**config.mk**
```make
export PLATFORM = sky130hd
export DESIGN_NAME = vga_v_sync
export DESIGN_NICKNAME = d
export VERILOG_FILES = /design/src/rtl/vga_v_sync.sv
export SDC_FILE = /design/constraint.sdc
export NUM_CORES = 1
export LEC_CHECK = 0
export ABC_AREA = 1
export ABC_CLOCK_PERIOD_IN_PS = 2000
export CORE_MARGIN = 2
export CORE_UTILIZATION = 43
export DETAILED_ROUTE_END_ITERATION = 7
export GPL_ROUTABILITY_DRIVEN = 0
export GPL_TIMING_DRIVEN = 0
export PLACE_DENSITY_LB_ADDON = 0.25
export RECOVER_POWER = 50
export SYNTH_ARGS = -nofsm -noshare
export SYNTH_HDL_FRONTEND = slang
export SYNTH_SLANG_ARGS = --single-unit
```
**constraint.sdc**
```tcl
create_clock -name clk -period 2 [get_ports clk]
set_clock_uncertainty 0.05 [all_clocks]
set_input_delay 0.2 -clock clk [delete_from_list [all_inputs] [get_ports clk]]
set_output_delay 0.2 -clock clk [all_outputs]
set_load 0.02 [all_outputs]
```
**src/rtl/vga_v_sync.sv**
```systemverilog
// Vertical VGA timing: line counter, sync pulses, visible flag, pixel coordinates, frame strobe.
// Define VGA_FRAME_CNT_EN to add the 8-bit frame_cnt output.
module vga_v_sync #(
    parameter int H_VISIBLE = 640,
    parameter int H_FP      = 16,
    parameter int H_SYNC    = 96,
    parameter int V_VISIBLE = 480,
    parameter int V_FP      = 10,
    parameter int V_SYNC    = 2,
    parameter int V_TOTAL   = 525
) (
    input  logic       clk,
    input  logic       rst_n,
    input  logic [9:0] h_count,
    input  logic       trig_v,
    output logic [9:0] v_count,
    output logic       hsync,
    output logic       vsync,
    output logic       video_on,
    output logic [9:0] x,
    output logic [9:0] y,
    output logic       frame_tick,
`ifdef VGA_FRAME_CNT_EN
    output logic [7:0] frame_cnt,
`endif
    output logic [2:0] v_state
);

    localparam logic [9:0] H_VIS_END = 10'(H_VISIBLE);
    localparam logic [9:0] HS_START  = 10'(H_VISIBLE + H_FP);
    localparam logic [9:0] HS_END    = 10'(H_VISIBLE + H_FP + H_SYNC);
    localparam logic [9:0] VF_START  = 10'(V_VISIBLE);
    localparam logic [9:0] VS_START  = 10'(V_VISIBLE + V_FP);
    localparam logic [9:0] VB_START  = 10'(V_VISIBLE + V_FP + V_SYNC);
    localparam logic [9:0] V_LAST    = 10'(V_TOTAL - 1);

    typedef enum logic [2:0] {
        ST_V_WAIT   = 3'd0,
        ST_V_ACTIVE = 3'd1,
        ST_V_FRONT  = 3'd2,
        ST_V_SYNC   = 3'd3,
        ST_V_BACK   = 3'd4
    } v_state_e;

    v_state_e   state_q, state_d;
    logic [9:0] line_q, line_d;
    logic       hsync_q, hsync_d;
    logic       vsync_q, vsync_d;
    logic       video_on_q, video_on_d;
    logic [9:0] x_q, x_d;
    logic [9:0] y_q, y_d;
    logic       tick_q, tick_d;
`ifdef VGA_FRAME_CNT_EN
    logic [7:0] fcnt_q, fcnt_d;
`endif

    always_comb begin
        state_d    = state_q;
        line_d     = line_q;
        tick_d     = 1'b0;
        hsync_d    = 1'b1;
        vsync_d    = 1'b1;
        video_on_d = 1'b0;
        x_d        = 10'd0;
        y_d        = 10'd0;
`ifdef VGA_FRAME_CNT_EN
        fcnt_d     = fcnt_q;
`endif
        if (trig_v) begin
            // The first strobe after reset only locks onto line 0; it is not a frame wrap.
            if (state_q == ST_V_WAIT) begin
                line_d = 10'd0;
            end else if (line_q >= V_LAST) begin
                line_d = 10'd0;
                tick_d = 1'b1;
            end else begin
                line_d = line_q + 10'd1;
            end
            if (line_d < VF_START)      state_d = ST_V_ACTIVE;
            else if (line_d < VS_START) state_d = ST_V_FRONT;
            else if (line_d < VB_START) state_d = ST_V_SYNC;
            else                        state_d = ST_V_BACK;
        end
        // Outputs follow the post-update line so h=0 already shows the new line.
        if (state_d != ST_V_WAIT) begin
            hsync_d    = !((h_count >= HS_START) && (h_count < HS_END));
            vsync_d    = (state_d != ST_V_SYNC);
            video_on_d = (h_count < H_VIS_END) && (state_d == ST_V_ACTIVE);
            x_d        = video_on_d ? h_count : 10'd0;
            y_d        = video_on_d ? line_d  : 10'd0;
        end
`ifdef VGA_FRAME_CNT_EN
        if (tick_d) fcnt_d = fcnt_q + 8'd1;
`endif
    end

    always_ff @(posedge clk or negedge rst_n) begin
        if (!rst_n) begin
            state_q    <= ST_V_WAIT;
            line_q     <= 10'd0;
            hsync_q    <= 1'b1;
            vsync_q    <= 1'b1;
            video_on_q <= 1'b0;
            x_q        <= 10'd0;
            y_q        <= 10'd0;
            tick_q     <= 1'b0;
`ifdef VGA_FRAME_CNT_EN
            fcnt_q     <= 8'd0;
`endif
        end else begin
            state_q    <= state_d;
            line_q     <= line_d;
            hsync_q    <= hsync_d;
            vsync_q    <= vsync_d;
            video_on_q <= video_on_d;
            x_q        <= x_d;
            y_q        <= y_d;
            tick_q     <= tick_d;
`ifdef VGA_FRAME_CNT_EN
            fcnt_q     <= fcnt_d;
`endif
        end
    end

    assign v_count    = line_q;
    assign hsync      = hsync_q;
    assign vsync      = vsync_q;
    assign video_on   = video_on_q;
    assign x          = x_q;
    assign y          = y_q;
    assign frame_tick = tick_q;
    assign v_state    = state_q;
`ifdef VGA_FRAME_CNT_EN
    assign frame_cnt  = fcnt_q;
`endif

endmodule

```
==> results_dict.tcl, run 1 <==
set metrics [dict create \
    post_synth_main_area_contributors "sky130_fd_sc_hd__dfrtp_1 48%, sky130_fd_sc_hd__nand2_1 9.1%, sky130_fd_sc_hd__inv_1 8.5%, sky130_fd_sc_hd__nor2_2 7.9%, sky130_fd_sc_hd__nand3_1 3.6%" \
    tritoncts_num_sinks 37 \
    max_freq_ghz 0.448 \
    worst_setup_path_category "register to register" \
    layout-area-overhead-vs-synth_pct 53.5 \
    number_of_global_route_vias_before_repair 1423 \
    timing_max_transition_violations_final 0 \
    synthesis.nets 234 \
    dp.final_hpwl_um 2720 \
    worst_ep_required_time_ps 2130 \
    grt_antenna_before_repair 0 \
    placed_area_um2 2380 \
    fin_crit_sh 1.12 \
    yosys.area_share.simple 0.290 \
    die_w_um 68.9 \
    postRouteAntennaNets 0 \
    crit_path_cell_trace "ha_4 > inv_2 > nor2_4 > nand2_1 > nand2_1 > nand2_1 > nor2_1 > nand3_1 > nor2_4 > nand4_1 > o21bai_2 > nor2_2 > nand2_2 > buf_6 > buf_12 > nor2_4" \
    asyncSetResetFlopFracSynth 1.00 \
    summed_negative_setup_slack_over_all_endpoints_ps -3830 \
    most_frequent_cells_in_the_layout "42 x sky130_fd_sc_hd__clkdlybuf4s50_1, 39 x sky130_fd_sc_hd__nand2_1, 38 x sky130_fd_sc_hd__inv_1" \
    cts.path.max_buffers 2 \
    average_vias_per_placed_instance 4.76 \
    power.ir.vdd_worst_v 0.000704 \
    report.final.setup_viol 21 \
    seq_area_um2 937 \
    grt_max_degree 38 \
    die-area_um2 4750 \
    cellLeakagePower_uw 0.00134 \
    ys_seq_area_frac 0.512 \
    muxShareOfSynthArea 0 \
    die_height_um 68.9 \
    post_synth_inst_count 219 \
    drt_first_iter_violations 120 \
    rsz0062_at_grt "true" \
    final_net_count 309 \
    cellPowerDensity_nw_per_um2 999 \
    rows 23 \
    floorplan.core_area_um2 4030 \
    design_area_um2 2780 \
    post-synth-top-area-cell "sky130_fd_sc_hd__dfrtp_1" \
    final_critical_path_setup_slack_ps -234 \
    syn-cell-area_um2 1810 \
    grt_use_total 0.189 \
    synth_largest_type_area_fraction 0.483 \
    floorplan.initialDensity 0.450 \
    io_buffers 49 \
    via_count 1642 \
    clk-insertion-delay-late_ps 300 \
    drc_errors 0 \
    tritoncts "yes" \
    synth.avg_cell_area_um2 8.27 \
    drt_wl_total_um 4300 \
    r2r_setup_slack_ps -230 \
    grt_first_pass_wirelength_um 6420 \
    crit_path_max_fanout 5 \
    yosys_register_bits 37 \
    synthDistinctLibCells 25 \
    violations "setup timing" \
    arrival_time_reported_for_the_critical_path_endpoint_ps 2360 \
    dr.pass1.iters 4 \
    cts-htree-levels 2 \
    layout-drive-gt1-share 0.325 \
    area_occupied_by_multi_input_gates_um2 793 \
    synth_edf_count 0 \
    hold_viol_final 0 \
    critical-path-max-stage-delay_ps 410 \
    diodes 0 \
    cts.reportedPaths.clkPinSlew_ps 70 \
    synth.yosys.warnings 0 \
    post_synth_xor_area_fraction 0.00967 \
    global_route.overflow_total 0 \
    outcome "finished with violations" \
    min-delay-path-class "primary input to register" \
    ys_dominant_reg_cell "sky130_fd_sc_hd__dfrtp_1" \
    layout_commonest_cell "sky130_fd_sc_hd__clkdlybuf4s50_1" \
    top_ports 50 \
    largest_family_of_logic_cells_by_synthesized_area "simple AND/OR/NAND/NOR gates" \
    max-cap-violations 0 \
    timing.critical_path.slowest_stage_cell "sky130_fd_sc_hd__dfrtp_2" \
    avgRoutedWirePerCell_um 12.5 \
    critPathLaunchType "register" \
    root_buffer "sky130_fd_sc_hd__clkbuf_8" \
    minimum_clock_period_ps 2230 \
    endpoint_kind "register" \
    timing.max_slew.rel_slack 0.413 \
    synth_compound_gate_area_share 0.0573 \
    tightestPinTransition_ps 881 \
    adder_cell_area_share_of_the_yosys_netlist 0.0138 \
    layout.filler_cells 310 \
    number_of_buffers_added_by_the_clock_tree_synthesis_step 5 \
]
==> repair_timing <==
item | in CTS | in global routing
buffers inserted | 14 | 5
cloned | 1 | 0
hold endpoints to repair | 35 | 0
pin swaps | 8 | 9
gates resized for setup | 20 | 21
hold buffers | 1 | 0
setup endpoints to repair | 20 | 23
==> cell usage after synthesis (3+ instances only) <==
| library cell | number |
|---|---|
| sky130_fd_sc_hd__nand2_1 | 44 |
| sky130_fd_sc_hd__nor3_1 | 6 |
| sky130_fd_sc_hd__o21ai_1 | 3 |
| sky130_fd_sc_hd__nand2_2 | 3 |
| sky130_fd_sc_hd__nor2_1 | 13 |
| sky130_fd_sc_hd__inv_2 | 5 |
| sky130_fd_sc_hd__dfrtp_1 | 35 |
| sky130_fd_sc_hd__nand3_1 | 13 |
| sky130_fd_sc_hd__o21ai_0 | 9 |
| sky130_fd_sc_hd__inv_1 | 41 |
| sky130_fd_sc_hd__nor2_2 | 23 |
| sky130_fd_sc_hd__nand4_1 | 5 |
| sky130_fd_sc_hd__o22ai_1 | 3 |
==> path summary, 6_finish.rpt <==
| kind | start | to | cells after the start |
|---|---|---|---|
| max in group asynchronous | rst_n | v_count[8]$_DFF_PN0_ | 2 |
| min reg2reg | v_state[2]$_DFF_PN0_ | vsync$_DFF_PN1_ | 2 |
| min in group asynchronous | rst_n | y[1]$_DFF_PN0_ | 2 |
| min | h_count[2] | x[2]$_DFF_PN0_ | 3 |
| max reg2reg | v_count[1]$_DFF_PN0_ | y[8]$_DFF_PN0_ | 16 |
| max | v_count[1]$_DFF_PN0_ | y[8]$_DFF_PN0_ | 16 |
==> critical path: cells and delay by family, from the launching register on <==
kind	cells	cell delay, ps
compound gates	1	200
fa+ha+maj	1	150
buf+inv	3	280
flops	1	410
simple gates	11	1000
==> routing by layer <==
| layer | GRT usage | vias up | share of wire |
|---|---|---|---|
| met5 | 0 | - | 0 |
| met2 | 0.302 | 57 | 0.49 |
| li1 | - | 816 | - |
| met4 | 0.0760 | 0 | 0.027 |
| met1 | 0.241 | 754 | 0.41 |
| met3 | 0.0568 | 15 | 0.068 |
==> kinds of logic (layout without fill, tap and decap cells) <==
logic type,after synthesis,in the layout
and+or+nand+nor,109,109
buffers and inverters,51,127
DFF,37,37
AOI/OAI and AO/OA,18,18
adders and majority gates,2,2
xor gates and xnor gates,2,2
==> per-stage QoR <==
stage	hold WS (ps)	util	total power [µW]	setup WS, ps	cells
4_1_cts	368	0.674	2770	-110	342
3_5_place_dp	287	0.591	1850	-177	318
3_3_place_gp	520	0.593	1840	-275	318
6_report	371	0.690	2780	-234	345
5_1_grt	376	0.690	2950	-391	345
2_1_floorplan	-146	-	1500	3.50	219
==> final cells by class <==
class / count / area share
sequential: 37 / 0.337
inverter: 46 / 0.0639
multi-input combinational: 131 / 0.285
clock inverter: 2 / 0.0135
buffer: 4 / 0.0144
tap: 50 / 0.0225
timing repair buffer: 69 / 0.234
clock buffer: 6 / 0.0297
==> power by group <==
group	internal [µW]	total (µW)	leakage (µW)	switching [µW]
logic	510	1140	0.000802	629
registers	860	960	0.000477	101
clock network	405	678	0.0000574	273
==> state kept, by name (all words and copies together) (netlist names) <==
register,cells
hsync,1
video_on,1
y,10
v_state,3
v_count,10
vsync,1
frame_tick,1
x,10
Power figures use the tool's default switching activity.
==> run 2: changes to the inputs <==
Settings changed: ABC_CLOCK_PERIOD_IN_PS 2000 to not set, MAX_ROUTING_LAYER set to met4.
==> results_dict.tcl, run 2 (same netlist as run 1, synthesis figures left out) <==
set metrics [dict create \
    cellLeakagePower_uw 0.00132 \
    dr.max_layer_used "met4" \
    hold_viol_final 0 \
    drc_errors 0 \
    final_net_count 309 \
    violations "setup timing" \
    critPathLaunchType "register" \
    dp.final_hpwl_um 2720 \
    average_vias_per_placed_instance 4.76 \
    cts-htree-levels 2 \
    grt_first_pass_wirelength_um 6430 \
    drt_wl_total_um 4290 \
    design_area_um2 2780 \
    grt_use_total 0.195 \
    layout-area-overhead-vs-synth_pct 53.2 \
    layout-drive-gt1-share 0.325 \
    metal2_wl_um 2140 \
    grt_antenna_before_repair 0 \
    number_of_global_route_vias_before_repair 1418 \
    grt_max_degree 38 \
    minimum_clock_period_ps 2230 \
    via_count 1643 \
    final_critical_path_setup_slack_ps -226 \
    worst_setup_path_category "register to register" \
    root_buffer "sky130_fd_sc_hd__clkbuf_8" \
    cts.reportedPaths.clkPinSlew_ps 70 \
    timing.max_slew.rel_slack 0.413 \
    tritoncts "yes" \
    arrival_time_reported_for_the_critical_path_endpoint_ps 2350 \
    worst_ep_required_time_ps 2120 \
    wl_met1_um 1750 \
    global_route.overflow_total 0 \
    diodes 0 \
    tightestPinTransition_ps 880 \
    postRouteAntennaNets 0 \
    rsz0062_at_grt "true" \
    r2r_setup_slack_ps -230 \
    power.ir.vdd_worst_v 0.000704 \
    top_ports 50 \
    io_buffers 49 \
    crit_path_max_fanout 5 \
    fin_crit_sh 1.11 \
    report.final.setup_viol 21 \
    clk-insertion-delay-late_ps 290 \
    dr.pass1.iters 4 \
    max-cap-violations 0 \
    die-area_um2 4750 \
    rows 23 \
    die_w_um 68.9 \
    max_freq_ghz 0.449 \
    floorplan.core_area_um2 4030 \
    die_height_um 68.9 \
    tritoncts_num_sinks 37 \
    layout_commonest_cell "sky130_fd_sc_hd__clkdlybuf4s50_1" \
    timing_max_transition_violations_final 0 \
    cellPowerDensity_nw_per_um2 999 \
    most_frequent_cells_in_the_layout "48 x sky130_fd_sc_hd__clkdlybuf4s50_1, 39 x sky130_fd_sc_hd__nand2_1, 38 x sky130_fd_sc_hd__inv_1" \
    endpoint_kind "register" \
    met3_length_um 289 \
    finalHoldWorstSlack_ps 377 \
    floorplan.initialDensity 0.450 \
    number_of_buffers_added_by_the_clock_tree_synthesis_step 5 \
    cts.path.max_buffers 2 \
    outcome "finished with violations" \
    min-delay-path-class "primary input to register" \
    drt_first_iter_violations 100 \
    layout.filler_cells 310 \
    avgRoutedWirePerCell_um 12.4 \
    placed_area_um2 2380 \
]
==> run 2: cell type report <==
cell class,count,area (µm²),area share
Sequential cell,37,937,0.338
Multi-Input combinational cell,131,788,0.284
Timing Repair Buffer,69,649,0.234
Inverter,46,178,0.0640
Clock buffer,6,82.6,0.0298
Tap cell,50,62.6,0.0225
Buffer,4,40.0,0.0144
Clock inverter,2,37.5,0.0135
==> run 2: power by group <==
part	internal, µW	leakage (µW)	switching, µW
Combinational	512	0.000784	626
Clock	405	0.0000574	270
Sequential	860	0.000477	101
==> run 2: worst paths after layout <==
path                                         to                 start  depth (start not counted)
max                              y[8]$_DFF_PN0_  v_count[1]$_DFF_PN0_                         16
min                              x[2]$_DFF_PN0_            h_count[2]                          3
max reg2reg                      y[8]$_DFF_PN0_  v_count[1]$_DFF_PN0_                         16
min reg2reg                     vsync$_DFF_PN1_  v_state[2]$_DFF_PN0_                          2
max in group asynchronous  v_count[8]$_DFF_PN0_                 rst_n                          2
min in group asynchronous        y[1]$_DFF_PN0_                 rst_n                          2
==> run 2: critical path, cell delays in order, from the launching register on <==
cell	delay (ps)
sky130_fd_sc_hd__dfrtp_2	410
sky130_fd_sc_hd__ha_4	150
sky130_fd_sc_hd__inv_2	40
sky130_fd_sc_hd__nor2_4	130
sky130_fd_sc_hd__nand2_1	80
sky130_fd_sc_hd__nand2_1	90
sky130_fd_sc_hd__nand2_1	50
sky130_fd_sc_hd__nor2_1	90
sky130_fd_sc_hd__nand3_1	120
sky130_fd_sc_hd__nor2_4	120
sky130_fd_sc_hd__nand4_1	130
sky130_fd_sc_hd__o21bai_2	180
sky130_fd_sc_hd__nor2_2	70
sky130_fd_sc_hd__nand2_2	110
sky130_fd_sc_hd__buf_6	120
sky130_fd_sc_hd__buf_12	120
sky130_fd_sc_hd__nor2_4	30
==> run 2: routing by layer <==
metal  vias to the layer above  track usage
li1                        817            -
met4                         0       0.0760
met5                         -            -
met2                        63        0.302
met3                        10       0.0536
met1                       753        0.244
==> run 2: what timing repair did <==
item,in CTS,in global routing
gates resized for setup,20,20
hold buffers,1,0
cloned,1,0
setup endpoints to repair,20,23
setup buffers,14,5
endpoints found under the hold margin,35,0
pin swaps,8,7
==> run 2: through the flow <==
step           setup slack (ps)  setup TNS (ps)  total power [µW]  std cells   util
6_report                   -226           -3680              2770        345  0.689
3_5_place_dp               -177           -3050              1850        318  0.591
3_3_place_gp               -275           -9000              1840        318  0.593
2_1_floorplan              3.50               0              1500        219      -
4_1_cts                    -110           -1860              2770        342  0.674
5_1_grt                    -384           -7040              2950        345  0.689
